`src/rtl/tuner_pkg.sv`:
```
// Shared tuner constants: peak-picker FSM encoding, Q16.16 helpers,
// default magnitude width and reference note frequencies used by the tuner.
package tuner_pkg;

    localparam logic [1:0] ST_SCAN = 2'd0;
    localparam logic [1:0] ST_CALC = 2'd1;
    localparam logic [1:0] ST_OUT  = 2'd2;

    localparam int          Q16_FRAC_BITS = 16;
    localparam logic [31:0] Q16_ROUND     = 32'h0000_8000;

    localparam int DEFAULT_MAG_WIDTH = 24;

    // Standard guitar tuning plus A4 reference, integer Hz.
    localparam int NOTE_E2_HZ = 82;
    localparam int NOTE_A2_HZ = 110;
    localparam int NOTE_D3_HZ = 147;
    localparam int NOTE_G3_HZ = 196;
    localparam int NOTE_B3_HZ = 247;
    localparam int NOTE_E4_HZ = 330;
    localparam int NOTE_A4_HZ = 440;

endpackage

```
`src/rtl/bin_to_hz.sv`:
```
// Bin index to integer Hz: registered index x Q16.16 bin width, then round/shift.
// Ports: clk, reset (sync, active-high), load (capture product), index in, freq out.
module bin_to_hz
    import tuner_pkg::*;
#(
    parameter int          INDEX_WIDTH   = 11,
    parameter int          FREQ_WIDTH    = INDEX_WIDTH + 16,
    parameter logic [31:0] BIN_WIDTH_Q16 = 32'h0001_0000
) (
    input  logic                   clk,
    input  logic                   reset,
    input  logic                   load,
    input  logic [INDEX_WIDTH-1:0] index,
    output logic [FREQ_WIDTH-1:0]  freq
);

    localparam int PW = INDEX_WIDTH + 32;

    logic [PW-1:0] product;

    always_ff @(posedge clk) begin
        if (reset) begin
            product <= '0;
        end else if (load) begin
            product <= {32'b0, index} * {{INDEX_WIDTH{1'b0}}, BIN_WIDTH_Q16};
        end
    end

    // One spare bit so the rounding add can never wrap.
    assign freq = FREQ_WIDTH'(({1'b0, product} + (PW+1)'(Q16_ROUND))
                              >> Q16_FRAC_BITS);

endmodule

```
`src/rtl/spectral_peak_picker.sv`:
```
// Finds the largest in-window FFT bin of each frame and reports it in Hz.
// Ports: clk, reset, mag_data/mag_valid/mag_last/mag_ready stream in;
// freq_out/freq_valid/peak_mag level outputs, frame_overrun pulse.
module spectral_peak_picker
    import tuner_pkg::*;
#(
    parameter int          INDEX_WIDTH   = 11,
    parameter int          FREQ_WIDTH    = INDEX_WIDTH + 16,
    parameter int          MAG_WIDTH     = DEFAULT_MAG_WIDTH,
    parameter logic [31:0] BIN_WIDTH_Q16 = 32'h0001_0000,
    parameter int          MIN_BIN       = 20,
    parameter int          MAX_BIN       = 400,
    parameter int          MIN_MAG       = 1000
) (
    input  logic                   clk,
    input  logic                   reset,
    input  logic [MAG_WIDTH-1:0]   mag_data,
    input  logic                   mag_valid,
    input  logic                   mag_last,
    output logic                   mag_ready,
    output logic [FREQ_WIDTH-1:0]  freq_out,
    output logic                   freq_valid,
    output logic [MAG_WIDTH-1:0]   peak_mag,
    output logic                   frame_overrun
);

    localparam logic [INDEX_WIDTH-1:0] IDX_MAX = '1;
    localparam logic [INDEX_WIDTH-1:0] IDX_LO  = INDEX_WIDTH'(MIN_BIN);
    localparam logic [INDEX_WIDTH-1:0] IDX_HI  = INDEX_WIDTH'(MAX_BIN);
    localparam logic [MAG_WIDTH-1:0]   MAG_TH  = MAG_WIDTH'(MIN_MAG);

    logic [1:0]             state;
    logic [INDEX_WIDTH-1:0] idx;
    logic [INDEX_WIDTH-1:0] best_idx;
    logic [MAG_WIDTH-1:0]   run_max;
    logic                   ovf;
    logic [FREQ_WIDTH-1:0]  hz;
    logic                   accept;
    logic                   in_window;
    logic                   peak_ok;

    assign mag_ready = (state == ST_SCAN);
    assign accept    = mag_valid && mag_ready;
    assign in_window = (idx >= IDX_LO) && (idx <= IDX_HI);
    assign peak_ok   = (run_max > MAG_TH) && !ovf;

    bin_to_hz #(
        .INDEX_WIDTH   (INDEX_WIDTH),
        .FREQ_WIDTH    (FREQ_WIDTH),
        .BIN_WIDTH_Q16 (BIN_WIDTH_Q16)
    ) u_bin_to_hz (
        .clk   (clk),
        .reset (reset),
        .load  (state == ST_CALC),
        .index (best_idx),
        .freq  (hz)
    );

    always_ff @(posedge clk) begin
        if (reset) begin
            state         <= ST_SCAN;
            idx           <= '0;
            best_idx      <= '0;
            run_max       <= '0;
            ovf           <= 1'b0;
            freq_out      <= '0;
            freq_valid    <= 1'b0;
            peak_mag      <= '0;
            frame_overrun <= 1'b0;
        end else begin
            frame_overrun <= 1'b0;
            case (state)
                ST_SCAN: begin
                    if (accept) begin
                        // Strict compare keeps the lowest index on ties.
                        if (in_window && (mag_data > run_max)) begin
                            run_max  <= mag_data;
                            best_idx <= idx;
                        end
                        if (idx == IDX_MAX) begin
                            if (!mag_last) ovf <= 1'b1;
                        end else begin
                            idx <= idx + 1'b1;
                        end
                        if (mag_last) state <= ST_CALC;
                    end
                end
                ST_CALC: begin
                    state <= ST_OUT;
                end
                ST_OUT: begin
                    freq_valid    <= peak_ok;
                    freq_out      <= peak_ok ? hz : '0;
                    peak_mag      <= peak_ok ? run_max : '0;
                    frame_overrun <= ovf;
                    idx           <= '0;
                    best_idx      <= '0;
                    run_max       <= '0;
                    ovf           <= 1'b0;
                    state         <= ST_SCAN;
                end
                default: begin
                    state <= ST_SCAN;
                end
            endcase
        end
    end

endmodule

```
`config.mk`:
```
export PLATFORM = sky130hd
export DESIGN_NAME = spectral_peak_picker
export DESIGN_NICKNAME = d
export VERILOG_FILES = /design/src/rtl/tuner_pkg.sv /design/src/rtl/bin_to_hz.sv /design/src/rtl/spectral_peak_picker.sv
export SDC_FILE = /design/constraint.sdc
export NUM_CORES = 1
export LEC_CHECK = 0
export CAP_MARGIN = 20
export CORE_MARGIN = 10
export CORE_UTILIZATION = 52
export DETAILED_ROUTE_END_ITERATION = 12
export GPL_TIMING_DRIVEN = 0
export PLACE_DENSITY = 0.79
export SYNTH_ARGS = -nofsm -noshare
export SYNTH_HDL_FRONTEND = slang
export SYNTH_SLANG_ARGS = --single-unit
export TNS_END_PERCENT = 1
```
`constraint.sdc`:
```
create_clock -name clk -period 2.5 [get_ports clk]
set_input_delay 0.25 -clock clk [delete_from_list [all_inputs] [get_ports clk]]
set_output_delay 0.25 -clock clk [all_outputs]
set_load 0.01 [all_outputs]
```
After elaboration in Yosys (flattened, before gate mapping)
Index checks and enable logic that the tools add are counted.
{"block": "totals", "register_bits": 113, "input_bits": 28, "out_inout_bits": 54}
{"block": "op_classes", "addsub": 2, "n_lt_le_gt_ge": 4, "n_eq_ne": 9, "mux": 18, "bitwise_logic": 1, "reduce_logical": 12}
{"op": "$mux 24", "count": 3}
{"op": "$pmux 24 s2", "count": 1}
{"op": "$mux 11", "count": 4}
{"op": "$pmux 11 s2", "count": 2}
{"op": "$add 27x16->28 const B", "count": 1}
{"op": "$mux 27", "count": 1}
{"op": "$gt 24x10->1 const B", "count": 1}
{"op": "$gt 24x24->1", "count": 1}
{"op": "$add 11x1->11 const B", "count": 1}
{"op": "$eq 11x11->1 const B", "count": 1}
{"op": "$ge 11x5->1 const B", "count": 1}
{"op": "$le 11x9->1 const B", "count": 1}
{"op": "$ne 2x1->1 const B", "count": 3}
{"op": "$ne 2x2->1 const B", "count": 3}
{"op": "$reduce_and 3->1", "count": 2}
{"op": "$logic_and 1x1->1", "count": 4}
{"op": "$mux 2", "count": 2}
{"op": "$pmux 2 s2", "count": 1}
{"op": "$reduce_and 4->1", "count": 1}
{"op": "$mux 1", "count": 3}
{"op": "$eq 2x1->1 const B", "count": 1}
{"op": "$eq 2x2->1 const B", "count": 1}
{"op": "$logic_not 2->1", "count": 1}
{"op": "$pmux 1 s2", "count": 1}
{"op": "5 further kinds", "count": 5}

Logic depth before layout (Yosys ltp)
{"block": "logic_depth", "word_depth": 6, "depth_mapped": 9, "mapped_depth_nobuf": 8}

Modules after synthesis
From an unflattened synthesis, not the netlist that was laid out.
{"block": "unflattened", "hier_cells": 481, "area_unflattened_um2": 4749.6}
{"mod": "spectral_peak_picker", "instances": 1, "cells_per_inst": 429, "area_each_um2": 4239.1}
{"mod": "bin_to_hz", "instances": 1, "cells_per_inst": 52, "area_each_um2": 510.5}

Least setup slack after synthesis
OpenSTA, ideal clock, no wires.
{"block": "synth_timing", "kind": "register -> register", "startpoint": "reg run_max[13]", "endpoint": "reg best_idx[0]", "setup_time_ps": 72, "arrival_time_ps": 2121, "required_time_ps": 2428, "slack_ps": 307, "stages_incl_launch_ff": 10, "synth_period_minus_slack_ps": 2193, "cell_sequence": "dfxtp_1 -> inv_1 -> ha_1 -> a21oi_1 -> o21ai_1 -> a22o_1 -> or3_4 -> o21ai_4 -> buf_8 -> mux2i_1"}
{"block": "synth_via", "elab_chain_cells": 4}
{"item": "start: declaration", "line_no": "spectral_peak_picker.sv:35", "text": "logic [MAG_WIDTH-1:0] run_max;"}
{"item": "start signal: assignment", "line_no": "spectral_peak_picker.sv:77", "text": "run_max <= mag_data;"}
{"item": "$gt 24x24->1", "line_no": "spectral_peak_picker.sv:76", "text": "if (in_window && (mag_data > run_max)) begin"}
{"item": "$logic_and 1x1->1", "line_no": "spectral_peak_picker.sv:76"}
{"item": "$ne 2x1->1 (no source line)"}
{"item": "$reduce_and 3->1 (no source line)"}
{"item": "end signal: assignment", "line_no": "spectral_peak_picker.sv:78", "text": "best_idx <= idx;"}
{"item": "end: declaration", "line_no": "spectral_peak_picker.sv:34", "text": "logic [INDEX_WIDTH-1:0] best_idx;"}
Every way passes these cells.
A chain may end at the register's enable or synchronous reset.

Final worst setup path
{"block": "layout_timing", "startpoint": "reg run_max[19]", "endpoint": "reg run_max[22]"}
{"block": "layout_via", "elab_chain_cells": 4}
{"item": "$gt 24x24->1", "line_no": "spectral_peak_picker.sv:76"}
{"item": "$logic_and 1x1->1", "line_no": "spectral_peak_picker.sv:76"}
{"item": "$ne 2x1->1 (no source line)"}
{"item": "$reduce_and 3->1 (no source line)"}
Every way passes these cells.

==> qor.csv <==
metric;value;unit
status;finished, final reports clean;
Starting DRT DRC Count;187;
Final Skew;0.0169;ns
Final Core Density;67.8;%
Data required, critical path;2.78;ns
Mapped Avg Cell Area;9.11;sq um
MaxCap Viol Count;0;
crit path time final;2.40;ns
reg2reg path depth;10;
Die ar.;12500;sq um
Placement Setup Slack;-0.264;ns
Main synth FF type;dfxtp_1;
vias per inst;5.30;
Slew @ Worst Pin;0.703;ns
total grt overflow;0;
Mapped Cells;479;
crit path DAT;2.68;ns
Unique masters post-synth;46;
Post-route DRC;0;
hold path start;reset;
highest routed layer;met4;
largest net degree at the start of global routing;17;
Async S/R FF share, synth;0;%
clock sink total;97;
fmax;417;MHz
Startpoint Class;register;
DP HPWL;7820;microns
most frequent cells in the layout;97 x nand2_1, 92 x dfxtp_1, 64 x clkdlybuf4s50_1, 36 x a22o_1, 32 x mux2i_1;
flop2flop setup slack;0.1;ns
final WL;10400;microns
Peak VDD IR;274;uV
CTS tree;built;
met2 WL;4780;microns
H-tree Lvls;3;
register area share after synthesis;44.5;%
initial antenna violation count;0;
number of I/O port buffers;64;
Final GP Congestion;0.858;
total power;3010;uW
Final Setup Violations;0;
pwr dens;543;nW/um^2
final period utilization;96.0;%
clk_lat worst skew;0.37;ns
relative slew slack;52.8;%
Initial Util;53.4;%
fin. max-slew vios;0;
detailed-route via count;3618;
Antenna diodes;0;
CP Class;reg -> reg;
Die W;112;microns
Mapped Area;4360;sq um
Post-synth EDFFs;0;
drt pass-1 iters;4;
WL met1;4720;microns
Core Footprint;8180;sq um
Detail Route Antenna Nets;0;
share of layout cells above drive strength 1;11.1;%
RR Startpoint;run_max[19];
met3 wire len;670;microns
Layout Nets;627;
num rows;33;
commonest non-fill, non-tap cell in the layout;nand2_1;
crit end category;register;
CP Max Fanout;10;
worst hold endpoint;u_bin_to_hz.product[24];
Setup WS post-layout;0.100;ns
vias in the first global route;3509;
Total GRT Usage;16.1;%
Die Ht;112;microns
Finished Cell Area;5540;sq um
area grow syn2layout;26.9;%
clock root cell;clkbuf_8;
RR Endpoint;run_max[22];
first-pass GRT wire length;17000;microns
wire per inst;15.2;microns
Num CTS Buffers;9;
static leakage;0.00235;uW
Area after DPL;5190;sq um
# IOs;82;
hold crit path type;in -> reg;
hold depth;2;
final-report hold violation count;0;
CTS Hold Buffers Added;0;
Clk pin slew, worst setup/hold paths;0.11;ns
synthesized flop and latch total;97;
Max Root-Sink Buffers;2;
YS warnings;0;
## repair_timing
| item | CTS | global route |
|---|---|---|
| buffers inserted | 0 | 3 |
| gates resized for setup | 0 | 11 |
| setup endpoints to repair | 0 | 30 |
## where the power goes
group          total, uW  switching, uW  leakage, uW  internal [uW]
Clock               1220            558     0.000124            667
Combinational        227            127      0.00145            100
Sequential          1550           6.93     0.000784           1550
## how the worst max path moves through the flow
stage / from / to / slack, ns / depth (start not counted)
floorplan: run_max[13] / best_idx[0] / 0.31 / 9
global placement: mag_data[13] / run_max[4] / -0.19 / 9
detailed placement: mag_data[22] / run_max[11] / -0.26 / 9
CTS: run_max[13] / run_max[22] / 0.002 / 9
global route: run_max[15] / run_max[22] / -0.01 / 10
finish: run_max[19] / run_max[22] / 0.1 / 10
## state kept, by name, indices dropped and copies added (netlist names)
register             count
freq_valid               1
freq_out                11
state                    2
best_idx                11
run_max                 24
u_bin_to_hz.product     11
idx                     11
peak_mag                24
frame_overrun            1
ovf                      1
## cell families after synthesis
| family | count (synthesis) | synth area share, % |
|---|---|---|
| and+or+nand+nor | 163 | 16.8 |
| DFF | 97 | 44.5 |
| AOI/OAI and AO/OA | 83 | 13.8 |
| buffers and inverters | 70 | 8.51 |
| muxes | 33 | 7.57 |
| adders and majority gates | 26 | 7.45 |
| xor gates and xnor gates | 6 | 1.20 |
| other | 1 | 0.0859 |
## cells in the mapped netlist (all sizes together) (2+ instances only)
master	count	share of area, %
a21oi	26	3.1
o21ai	8	1.2
nor2	20	1.7
nor2b	3	0.43
and3	5	0.77
a22o	36	7.2
nand2	97	8.3
a21o	2	0.34
nor4	4	0.57
dfxtp	97	44
mux2i	33	7.6
clkbuf	17	1.5
or3	3	0.54
buf	25	4.6
nand3	10	1.1
nand2b	4	0.57
xor2	2	0.40
inv	28	2.4
a31oi	4	0.57
nor3	5	0.57
nand4	7	1.1
ha	26	7.5
xnor2	4	0.80
## per-stage QoR
step	TNS, ns	instances	hold slack [ns]
2_1_floorplan	0	494	0.376
3_3_place_gp	-5.35	663	0.438
3_5_place_dp	-7.12	663	0.443
4_1_cts	0	679	0.256
5_1_grt	-0.0173	683	0.276
6_report	0	683	0.261
## routing by layer
metal | vias up | track usage (%)
met2 | 92 | 26.3
li1 | 1805 | -
met1 | 1706 | 19.6
met5 | - | 0
met3 | 15 | 4.72
met4 | 0 | 5.83
## worst max-delay path, stage by stage, from the launching register on
cell	delay, ns
dfxtp_1	0.39
inv_1	0.06
ha_1	0.31
nand4_1	0.17
nor2_1	0.06
a22o_1	0.21
or3_4	0.41
o21ai_4	0.16
buf_12	0.16
buf_8	0.15
mux2i_2	0.25
## layout make-up
type,instances,area [sq um]
fillers,643,2640
multi-input cells,327,2150
flip-flops and latches,97,1950
repair buffers,68,701
plain buffers,42,267
well taps,105,131
clock buffers,9,124
clock inverters,7,118
inverters,28,105
No activity file was read; power rests on OpenSTA's default activity.
